$ cat src/rtl/dt_integrator_if.sv
// dt_integrator_if
//   Bundles the control, rate-sample and configuration inputs of the
//   dT integrator together with its temperature and status outputs.
//   master : the side that drives init/T_init/dT_in/dt_valid/k_dt/t_min/t_max
//   slave  : the integrator, which drives T_out/t_valid/t_upd/sat_hi/sat_lo/
//            stale/cfg_err
interface dt_integrator_if;
    logic       init;
    logic [7:0] T_init;
    logic [7:0] dT_in;
    logic       dt_valid;
    logic [7:0] k_dt;
    logic [7:0] t_min;
    logic [7:0] t_max;
    logic [7:0] T_out;
    logic       t_valid;
    logic       t_upd;
    logic       sat_hi;
    logic       sat_lo;
    logic       stale;
    logic       cfg_err;

    modport master (
        output init, T_init, dT_in, dt_valid, k_dt, t_min, t_max,
        input  T_out, t_valid, t_upd, sat_hi, sat_lo, stale, cfg_err
    );

    modport slave (
        input  init, T_init, dT_in, dt_valid, k_dt, t_min, t_max,
        output T_out, t_valid, t_upd, sat_hi, sat_lo, stale, cfg_err
    );
endinterface

$ cat src/rtl/dt_integrator.sv
// dt_integrator
//   Reconstructs a temperature trajectory from Q7.0 rate samples. Each
//   accepted sample is scaled by 2^-k (k capped at 7) and added to a Q8.8
//   accumulator, which is clamped to [t_min, t_max] and presented as Q7.0.
//   A watchdog moves the block to STALE after TIMEOUT quiet RUN cycles.
// Ports:
//   clk    : clock
//   rst_n  : synchronous active-low reset
//   bus    : dt_integrator_if.slave
//            in : init, T_init, dT_in, dt_valid, k_dt, t_min, t_max
//            out: T_out (acc integer part, floor), t_valid (RUN),
//                 t_upd (one-cycle load/update pulse), sat_hi, sat_lo,
//                 stale (STALE), cfg_err (t_min > t_max, combinational)
module dt_integrator #(
    parameter int unsigned TIMEOUT = 255
) (
    input  logic            clk,
    input  logic            rst_n,
    dt_integrator_if.slave  bus
);
    typedef enum logic [1:0] {IDLE, RUN, STALE} state_t;

    state_t             state, state_nxt;
    logic [15:0]        idle_cnt, idle_cnt_nxt;
    logic signed [15:0] acc, acc_nxt;
    logic               t_upd_q, t_upd_nxt;
    logic               sat_hi_q, sat_hi_nxt;
    logic               sat_lo_q, sat_lo_nxt;

    logic               cfg_err;
    logic [2:0]         k_eff;
    logic signed [15:0] inc;
    logic signed [16:0] sum, cand, lo, hi;
    logic               load, update;

    // Datapath: 17-bit working width so acc+inc and the clamp compare
    // never overflow.
    always_comb begin
        cfg_err = $signed(bus.t_min) > $signed(bus.t_max);
        k_eff   = (bus.k_dt > 8'd7) ? 3'd7 : bus.k_dt[2:0];
        inc     = $signed({bus.dT_in, 8'h00}) >>> k_eff;
        sum     = {acc[15], acc} + {inc[15], inc};
        lo      = {bus.t_min[7], bus.t_min, 8'h00};
        hi      = {bus.t_max[7], bus.t_max, 8'h00};
        // init wins over a simultaneous sample; samples are ignored in IDLE
        load    = bus.init;
        update  = bus.dt_valid && !bus.init && (state != IDLE);
        cand    = load ? {bus.T_init[7], bus.T_init, 8'h00} : sum;
    end

    always_comb begin
        state_nxt    = state;
        idle_cnt_nxt = idle_cnt;
        acc_nxt      = acc;
        t_upd_nxt    = 1'b0;
        sat_hi_nxt   = sat_hi_q;
        sat_lo_nxt   = sat_lo_q;

        if (load || update) begin
            state_nxt    = RUN;
            idle_cnt_nxt = '0;
            // An inverted window freezes the accumulator but not the FSM.
            if (!cfg_err) begin
                t_upd_nxt = 1'b1;
                if (cand > hi) begin
                    acc_nxt    = hi[15:0];
                    sat_hi_nxt = 1'b1;
                    sat_lo_nxt = 1'b0;
                end else if (cand < lo) begin
                    acc_nxt    = lo[15:0];
                    sat_hi_nxt = 1'b0;
                    sat_lo_nxt = 1'b1;
                end else begin
                    acc_nxt    = cand[15:0];
                    sat_hi_nxt = 1'b0;
                    sat_lo_nxt = 1'b0;
                end
            end
        end else begin
            case (state)
                RUN: begin
                    idle_cnt_nxt = idle_cnt + 16'd1;
                    if (idle_cnt == 16'(TIMEOUT - 1)) begin
                        state_nxt = STALE;
                    end
                end
                default: begin
                    state_nxt = state;
                end
            endcase
        end
    end

    always_ff @(posedge clk) begin
        if (!rst_n) begin
            state    <= IDLE;
            idle_cnt <= '0;
            acc      <= '0;
            t_upd_q  <= 1'b0;
            sat_hi_q <= 1'b0;
            sat_lo_q <= 1'b0;
        end else begin
            state    <= state_nxt;
            idle_cnt <= idle_cnt_nxt;
            acc      <= acc_nxt;
            t_upd_q  <= t_upd_nxt;
            sat_hi_q <= sat_hi_nxt;
            sat_lo_q <= sat_lo_nxt;
        end
    end

    assign bus.T_out   = acc[15:8];
    assign bus.t_valid = (state == RUN);
    assign bus.stale   = (state == STALE);
    assign bus.t_upd   = t_upd_q;
    assign bus.sat_hi  = sat_hi_q;
    assign bus.sat_lo  = sat_lo_q;
    assign bus.cfg_err = cfg_err;
endmodule

$ cat src/flat_wrapper.sv
// flat-port wrapper written by rule: the top's interface ports become plain ports
module dt_integrator_flat 
#(
    parameter int unsigned TIMEOUT = 255
)
  (clk, rst_n, bus_init, bus_T_init, bus_dT_in, bus_dt_valid, bus_k_dt, bus_t_min, bus_t_max, bus_T_out, bus_t_valid, bus_t_upd, bus_sat_hi, bus_sat_lo, bus_stale, bus_cfg_err);
  dt_integrator_if bus_i ();
  input  logic clk;
  input  logic rst_n;
  input wire logic [$bits(bus_i.init)-1:0] bus_init;
  input wire logic [$bits(bus_i.T_init)-1:0] bus_T_init;
  input wire logic [$bits(bus_i.dT_in)-1:0] bus_dT_in;
  input wire logic [$bits(bus_i.dt_valid)-1:0] bus_dt_valid;
  input wire logic [$bits(bus_i.k_dt)-1:0] bus_k_dt;
  input wire logic [$bits(bus_i.t_min)-1:0] bus_t_min;
  input wire logic [$bits(bus_i.t_max)-1:0] bus_t_max;
  output wire logic [$bits(bus_i.T_out)-1:0] bus_T_out;
  output wire logic [$bits(bus_i.t_valid)-1:0] bus_t_valid;
  output wire logic [$bits(bus_i.t_upd)-1:0] bus_t_upd;
  output wire logic [$bits(bus_i.sat_hi)-1:0] bus_sat_hi;
  output wire logic [$bits(bus_i.sat_lo)-1:0] bus_sat_lo;
  output wire logic [$bits(bus_i.stale)-1:0] bus_stale;
  output wire logic [$bits(bus_i.cfg_err)-1:0] bus_cfg_err;
  assign bus_i.init = bus_init;
  assign bus_i.T_init = bus_T_init;
  assign bus_i.dT_in = bus_dT_in;
  assign bus_i.dt_valid = bus_dt_valid;
  assign bus_i.k_dt = bus_k_dt;
  assign bus_i.t_min = bus_t_min;
  assign bus_i.t_max = bus_t_max;
  assign bus_T_out = bus_i.T_out;
  assign bus_t_valid = bus_i.t_valid;
  assign bus_t_upd = bus_i.t_upd;
  assign bus_sat_hi = bus_i.sat_hi;
  assign bus_sat_lo = bus_i.sat_lo;
  assign bus_stale = bus_i.stale;
  assign bus_cfg_err = bus_i.cfg_err;
  dt_integrator #(.TIMEOUT(TIMEOUT)) u_core (.clk(clk), .rst_n(rst_n), .bus(bus_i));
endmodule
$ cat config.mk
export PLATFORM = sky130hd
export DESIGN_NAME = dt_integrator_flat
export DESIGN_NICKNAME = d
export VERILOG_FILES = /design/src/rtl/dt_integrator_if.sv /design/src/rtl/dt_integrator.sv /design/src/flat_wrapper.sv
export SDC_FILE = /design/constraint.sdc
export NUM_CORES = 1
export LEC_CHECK = 0
export CORE_MARGIN = 4
export CORE_UTILIZATION = 59
export DETAILED_ROUTE_END_ITERATION = 12
export MAX_ROUTING_LAYER = met4
export PLACE_DENSITY = 0.87
export SETUP_SLACK_MARGIN = 0.5
export SLEW_MARGIN = 20
export SYNTH_ARGS = -nofsm -noshare
export SYNTH_HDL_FRONTEND = slang
export SYNTH_SLANG_ARGS = --single-unit
$ cat constraint.sdc
create_clock -name clk -period 9.5 [get_ports clk]
set_input_delay 1.9 -clock clk [delete_from_list [all_inputs] [get_ports clk]]
set_output_delay 1.9 -clock clk [all_outputs]
set_load 0.05 [all_outputs]
==> Yosys cells after proc, flatten, opt, wreduce, memory -nomap -nowiden <==
Cells that the tools add are included.
{ "word_totals": {"input_bits": 44, "regBits": 37} }
{ "op_classes": {"addsub": 2, "eq_ne": 3, "mux": 11, "bitwise": 2, "n_reduce_logical": 12, "magnitude_cmp": 4, "shifts": 1} }
{ "op_table": {"columns": ["op", "n"], "rows": [
  ["16-bit 2-to-1 mux", 2],
  ["16-bit by 16-bit adder with 17-bit output", 1],
  ["17-bit by 16-bit > comparator with 1-bit output", 1],
  ["17-bit by 16-bit < comparator with 1-bit output", 1],
  ["17-bit 2-to-1 mux", 1],
  ["16-bit by 1-bit adder with 16-bit output (second input constant)", 1],
  ["16-bit by 8-bit equality test with 1-bit output (second input constant)", 1],
  ["16-bit by 3-bit >>> shifter with 16-bit output", 1],
  ["8-bit by 3-bit > comparator with 1-bit output (second input constant)", 1],
  ["8-bit > comparator", 1],
  ["2-bit AND reduction", 4],
  ["1-bit 2-to-1 mux", 7],
  ["2-bit nonzero test", 3],
  ["3-bit 2-to-1 mux", 1],
  ["2-bit by 1-bit equality test with 1-bit output (second input constant)", 1],
  ["2-bit equality test (second input constant)", 1],
  ["1-bit logical AND", 2],
  ["1-bit inverter", 2],
  ["2-bit OR reduction", 1],
  ["1-bit zero test", 1],
  ["1-bit logical OR", 1]
]} }

==> Longest topological paths before layout <==
{ "logic_depth": {"depth_word": 8, "mapped_depth": 25, "ltp_nobuf": 23} }

==> Worst setup path before layout <==
No wires, ideal clock.
{ "synth_timing": {"path_kind": "input to register", "from": "input bus_k_dt[6]", "to": "register u_core.acc[0]", "path_buffers": 1, "slack_ns": 2.542, "setup_time_ns": 0.070, "path_stages": 22, "arrival_ns": 6.888, "required_ns": 9.430, "path_cell_list": "nor3_1 nand2_1 nor2_1 buf_1 mux2_2 o21ai_0 nor2_1 ha_1 a2111o_1 a21o_1 a31oi_1 o21ai_0 nor3_1 a221oi_1 ha_1 nand2_1 or3_1 a2111oi_2 nand4b_1 a21o_1 or4_4 a21boi_1"} }
{ "synth_between": {"elab_chain_cells": 8, "elab_cells_between_ends": 9} }
{ "synth_rtl": {"columns": ["item", "line", "rtl"], "rows": [
  ["start: declaration", "flat_wrapper.sv:14", "input wire logic [$bits(bus_i.k_dt)-1:0] bus_k_dt;"],
  ["8-bit by 3-bit > comparator with 1-bit output (*)", "dt_integrator.sv:40", "k_eff = (bus.k_dt > 8'd7) ? 3'd7 : bus.k_dt[2:0];"],
  ["3-bit 2-to-1 mux (*)", "dt_integrator.sv:40", null],
  ["16-bit by 3-bit >>> shifter with 16-bit output (*)", "dt_integrator.sv:41", "inc = $signed({bus.dT_in, 8'h00}) >>> k_eff;"],
  ["16-bit by 16-bit adder with 17-bit output (*)", "dt_integrator.sv:42", "sum = {acc[15], acc} + {inc[15], inc};"],
  ["17-bit 2-to-1 mux (*)", "dt_integrator.sv:48", "cand = load ? {bus.T_init[7], bus.T_init, 8'h00} : sum;"],
  ["17-bit by 16-bit < comparator with 1-bit output", "dt_integrator.sv:69", "end else if (cand < lo) begin"],
  ["16-bit 2-to-1 mux", "dt_integrator.sv:69", null],
  ["16-bit 2-to-1 mux (*)", "dt_integrator.sv:65", "if (cand > hi) begin"],
  ["end signal: assignment", "dt_integrator.sv:105", "acc <= acc_nxt;"],
  ["end: declaration", "dt_integrator.sv:25", "logic signed [15:0] acc, acc_nxt;"]
]} }
Mark *: on every way between the ends. The rest lies on a longest branch, timed or not.
A chain may end at the register's enable or synchronous reset.

==> Worst setup path in the final report <==
Ends and elaborated chain as after synthesis.

==> impl_metrics.ini <==
[timing]
min_period_over_period = 0.862
finalHoldViolCount = 0
slew_violations = 0
finalClockSkew_ns = 0.00544
fmax_mhz = 122
worst_pin_slew_ns = 0.843
tns_ns = 0
fin_crit_ns = 8.19
whs_ns = 0.458
slew_headroom = 0.436
rsz0062_at_grt = no
setup_violations = 0
worst_slack_ns = 1.31

[clock_tree]
cts_resized = 0
postCtsSetupBuffers = 0
clk_root_buffer_cell = clkbuf_8
htreeDepth = 2
cts_buffers = 5
clock_latency_ns = 0.29
max-clock-path-buffers = 2
postCtsHoldBufs = 0
clock_sinks = 37
path_clk_slew_ns = 0.07
cts_tree = yes

[power]
ir_drop_mv = 0.105
pwr_density_cell_mw_per_mm2 = 125
p_leak_nw = 1.82
power.total_uw = 540

[global_routing]
grt_pass1_wl_mm = 16.6
grt.overflow.total = 0
grtUsageTotal = 0.282
grt_max_degree = 35
antenna_found_initial = 0
grt_pass1_vias = 3577

[cells_and_area]
layout.cells.non_filler = 594
drive_gt1_frac = 0.0578
n_fill_cell = 492
ff_latch_area_sq_um = 741
final_area_sq_mm = 0.00431
multi_input_area_sq_mm = 0.00266
layout_commonest_cell = clkdlybuf4s50_1
post-route-util = 0.720
syn_to_final_growth_pct = 17.5
finalNetCount = 607
n_antenna_cell = 0
mostFrequentLayoutCells = clkdlybuf4s50_1 (57), nor2_1 (49), ha_1 (43)

[die]
die_h_um = 86.9
coreArea_sq_mm = 0.00599
ios = 58
num_rows = 28
die_x_um = 86.9
start_util = 0.612
die-area_sq_mm = 0.00754

[detailed_routing]
ant_nets = 0
wire_per_inst_um = 17.0
drt_iter0_drc = 173
vias_per_cell = 6.22
dr_total_vias = 3694
drc = 0
routed_wl_mm = 10.1
dr.pass1.iters = 5

[yosys]
synthFlopType = dfxtp_1
synth_seq_cells = 37
synth_cell_type_count = 73
synth-edff-count = 0
yosysWarnings = 0
syn-num-nets = 563
async_flop_share = 0
synth_area_per_cell_sq_um = 7.72
synthesis.area_sq_mm = 0.00367
seq_area_frac_synth = 0.202
netlist_instances = 475

[min_path]
hold_class = flop to flop

[status]
outcome = finished, final reports clean

[worst_setup_path]
critPathTopFamily = compound AO/OA/AOI/OAI gates
crit_required_ns = 9.72
crit_buf_inv = 1
cp-start-kind = input pin
critPathMaxStageDelay_ns = 0.73
cp.arrival_ns = 8.41
slowest_stage = a221oi_1
path_cells = clkdlybuf4s50_1 -> nor3_1 -> nand2_1 -> nor2_1 -> mux2_2 -> nor2_1 -> a21oi_1 -> mux2_2 -> ha_1 -> a2111o_1 -> a21o_1 -> a31oi_1 -> o21ai_0 -> a221oi_1 -> ha_1 -> nand2_1 -> or3_1 -> a2111oi_2 -> nand4b_1 -> a21o_1 -> or4_4 -> a21boi_1
path_max_fanout = 11
path_class = input pin to flop
endpoint_kind = flop

[placed_design]
place_congestion = 1.02
numPlacedInstances = 587
place_area_sq_mm = 0.00423
hpwl_mm = 8.18
numPortBuffers = 57
pre_cts_ws_ns = 1.03

[flow_run]
maxCapViolCount = 0
[sequential cells by signal, indices dropped and copies added (netlist names)]
name	cells
u_core.acc	16
u_core.bus.sat_lo	1
u_core.bus.sat_hi	1
u_core.idle_cnt	16
u_core.bus.t_upd	1
u_core.state	2
[path summary, 6_finish.rpt]
check,start,end,slack [ns],cells past startpoint
setup / recovery,bus_k_dt[6],u_core.acc[0],1.31,22
hold / removal,u_core.acc[6],u_core.acc[6],0.46,2
setup reg to reg,u_core.acc[5],u_core.acc[0],4.62,14
hold reg to reg,u_core.acc[6],u_core.acc[6],0.46,2
[synthesized netlist by cell type (3+ instances only)]
| cell | count | share of area |
|---|---|---|
| a211o_1 | 3 | 0.0072 |
| xor2_1 | 13 | 0.031 |
| a211oi_1 | 5 | 0.010 |
| o31ai_1 | 3 | 0.0061 |
| o21bai_1 | 3 | 0.0061 |
| dfxtp_1 | 37 | 0.20 |
| nand4_1 | 6 | 0.010 |
| a311oi_1 | 4 | 0.0095 |
| inv_1 | 36 | 0.037 |
| a21o_1 | 8 | 0.016 |
| a41oi_1 | 3 | 0.0072 |
| clkbuf_1 | 11 | 0.011 |
| mux2i_1 | 11 | 0.030 |
| nor2b_1 | 6 | 0.010 |
| and2_1 | 5 | 0.0085 |
| nor3b_1 | 5 | 0.010 |
| nor2_1 | 49 | 0.050 |
| o21ai_1 | 7 | 0.0095 |
| o21ai_0 | 22 | 0.030 |
| o22ai_1 | 5 | 0.0085 |
| a31oi_1 | 4 | 0.0068 |
| a21oi_1 | 26 | 0.035 |
| mux2_2 | 6 | 0.018 |
| nand2b_1 | 3 | 0.0051 |
| xnor2_1 | 6 | 0.014 |
| or3_1 | 7 | 0.012 |
| ha_1 | 43 | 0.15 |
| nand2_1 | 35 | 0.036 |
| buf_4 | 10 | 0.020 |
| and3_1 | 9 | 0.015 |
| nand3_1 | 19 | 0.026 |
| nor3_1 | 10 | 0.014 |
[report_power, final]
group | total, mW | internal (mW) | switching [mW]
Clock | 0.105 | 0.0507 | 0.0539
Combinational | 0.261 | 0.103 | 0.158
Sequential | 0.175 | 0.164 | 0.0106
[kinds of logic (layout without fill, tap and decap cells)]
kind of cell / after synthesis / after routing / share of synthesized area
xor+xnor: 19 / 19 / 0.0454
mux: 19 / 19 / 0.0576
compound gates: 124 / 124 / 0.233
simple gates: 171 / 171 / 0.237
fa+ha+maj: 44 / 44 / 0.152
buf+inv: 61 / 105 / 0.0730
flops: 37 / 37 / 0.202
[layout make-up]
class / instances / area share
multi-input cells: 377 / 0.617
flip-flops and latches: 37 / 0.172
repair buffers: 60 / 0.138
inverters: 38 / 0.0331
well taps: 75 / 0.0218
clock buffers: 6 / 0.0168
clock inverters: 1 / 0.00203
[worst min-delay path: stages, from the launching register on]
cell	delay, ns
dfxtp_1	0.32
nand2_1	0.05
o21ai_1	0.05
[routing by layer]
layer	part of all wire	global-route usage
met5	0	-
met3	0.073	0.0520
met1	0.43	0.343
met4	0.029	0.0977
met2	0.47	0.466
Note: power is estimated with default switching activity, not from simulation.
==> RTL edit (config.mk and constraints unchanged) <==
Reset style: asynchronous (`rst_n`), changed in one clocked block. Comments in the files are not updated.
--- a/src/rtl/dt_integrator.sv
+++ b/src/rtl/dt_integrator.sv
@@ -93,3 +93,3 @@
 
-    always_ff @(posedge clk) begin
+    always_ff @(posedge clk or negedge rst_n) begin
         if (!rst_n) begin
Formal check against the unedited RTL: differs if rst_n is asserted again (counterexample within 4 cycles, from zero or initial values and one cycle with rst_n low); with rst_n held inactive, the same outputs for 4 cycles.
==> RTL edit against the original RTL <==
Cell count decreased by 6.2%; final area increased by 0.61%; critical path depth increased by 2; setup slack improved by 180 ps; sequential cell count unchanged; synthesized area decreased by 0.24%; routed wire length decreased by 4.4%; global-route usage decreased by 0.27 points; via count decreased by 5.8%; core utilization increased by 0.86 points.
Power is not compared: it rests on default switching activity, and its combinational part moved more than twofold at a synthesized area within 25%.
==> RTL edit: results (changes against the original RTL) <==
status: complete, no violations (unchanged)
non-filler cells, final: 557 (was 594)
Final nets: 569 (was 607)
post-CTS setup buffer count: 0 (unchanged)
Synth warnings: 0 (unchanged)
Clock Skews: 2.61 ps (was 5.44 ps)
Lkg Pwr: 1.99 nW
largest net degree at the start of global routing: 38 (was 35)
first-pass GRT wire length: 16.3 mm (was 16.6 mm)
commonest cells in the netlist: nor2_1, ha_1, dfrtp_1 (was nor2_1, ha_1, dfxtp_1)
Max IR drop VDD: 0.177 mV
R2R Path Start: u_core.acc[2]$_DFFE_PN0P_ (was u_core.acc[5]$_SDFFE_PN0P_)
vias per cell: 6.24 (was 6.22)
Area contributors post-synth: dfrtp_1, ha_1, mux2i_1 (was dfxtp_1, ha_1, nor2_1)
average size of a mapped cell: 8.39 um2 (was 7.72 um2)
Hold Startpoint: u_core.bus.sat_hi$_DFFE_PN0P_ (was u_core.acc[6]$_SDFFE_PN0P_)
worst hold stages: 2 (unchanged)
Largest regs: u_core.acc: 16 flops, u_core.idle_cnt: 16 flops, u_core.state: 2 flops (unchanged)
clock latency on the worst-skew pair: 290 ps (about the same)
Worst-path clk slew: 70 ps (about the same)
Final min period: 8010 ps (was 8190 ps)
worst r2r path cells: 16 (was 14)
setup slack, reg-to-reg: 4720 ps (was 4620 ps)
Max-slew headroom: 0.349 (was 0.436)
Hold Path End: u_core.bus.sat_hi$_DFFE_PN0P_ (was u_core.acc[6]$_SDFFE_PN0P_)
initial antenna violation count: 0 (unchanged)
Critical Path AT: 8240 ps (was 8410 ps)
GP Congestion: 0.970 (was 1.02)
number of global-route vias before repair: 3,497 (was 3,577)
layout cells sized above 1: 0.0560 (was 0.0578)
initial DRC count: 143 (was 173)
Worst path slowest cell: nor2_1 (was a221oi_1)
Worst Setup SP: bus_k_dt[6] (unchanged)
Total GRT Usage: 0.279 (was 0.282)
drt pass-1 iters: 6 (was 5)
Routed WL: 9.65 mm (was 10.1 mm)
Top Family by Delay on Critical Path: compound AO/OA/AOI/OAI gates (unchanged)
slowest stage delay, CP: 690 ps (was 730 ps)
HPWL after DPL: 7.41 mm (was 8.18 mm)
Root Driver: clkbuf_8 (unchanged)
Yosys cell types: 55 (was 73)
cts bufs inserted: 5 (unchanged)
clock tree buffer depth: 2 (unchanged)
Top FF cell, synth: dfrtp_1 (was dfxtp_1)
register area share after synthesis: 0.253 (was 0.202)
placed cell count: 549 (was 587)
Worst Path Max Fanout: 12 (was 11)
fraction of registers with async set/reset: 1.00 (was 0)
worst setup path end: u_core.acc[5]$_DFFE_PN0P_ (was u_core.acc[0]$_SDFFE_PN0P_)
pre-CTS setup slack: 1290 ps (was 1030 ps)
ANT cells: 0 (unchanged)
Hold WC Path Type: reg -> reg (unchanged)
syn nets: 524 (was 563)
## RTL edit: power breakdown
| group | leakage [nW] | total, mW | internal (mW) | switching [mW] |
|---|---|---|---|---|
| clock | 0.0554 | 0.137 | 0.0788 | 0.0585 |
| combinational | 1.44 | 0.577 | 0.230 | 0.347 |
| sequential | 0.491 | 0.213 | 0.185 | 0.0285 |
## RTL edit: routing by layer
| layer | routed length (um) | global-route usage |
|---|---|---|
| met5 | 0 | - |
| met4 | 155 | 0.0850 |
| met3 | 677 | 0.0418 |
| met2 | 4700 | 0.462 |
| met1 | 4110 | 0.352 |
## RTL edit: layout make-up
class / instances / area [um2]
multi-input cells: 348 / 2500
well taps: 75 / 93.8
repair buffers: 61 / 601
clock buffers: 6 / 72.6
inverters: 28 / 105
clock inverters: 2 / 38.8
flip-flops and latches: 37 / 926
fillers: 455 / 1620
## RTL edit: cell families (layout without fill, tap and decap cells)
| family | count (synthesis) | count (layout) | synth area share |
|---|---|---|---|
| adder cells (fa/ha/maj) | 44 | 44 | 0.152 |
| AND/OR/NAND/NOR | 152 | 152 | 0.201 |
| AO/OA/AOI/OAI | 103 | 103 | 0.195 |
| multiplexers | 29 | 29 | 0.0868 |
| flip-flops | 37 | 37 | 0.253 |
| XOR/XNOR | 20 | 20 | 0.0479 |
| buffers and inverters | 51 | 97 | 0.0636 |
## RTL edit: metrics by stage
| step | instance area [um2] | hold WS (ps) |
|---|---|---|
| 2_1_floorplan | 3660 | 453 |
| 3_3_place_gp | 4230 | 470 |
| 3_5_place_dp | 4230 | 472 |
| 4_1_cts | 4340 | 490 |
| 5_1_grt | 4340 | 536 |
| 6_report | 4340 | 481 |
## RTL edit: tightest hold or removal path: cells and delay by family (launching register included)
kind	cells	cell delay (ps)
and+or+nand+nor	2	100
DFF	1	350
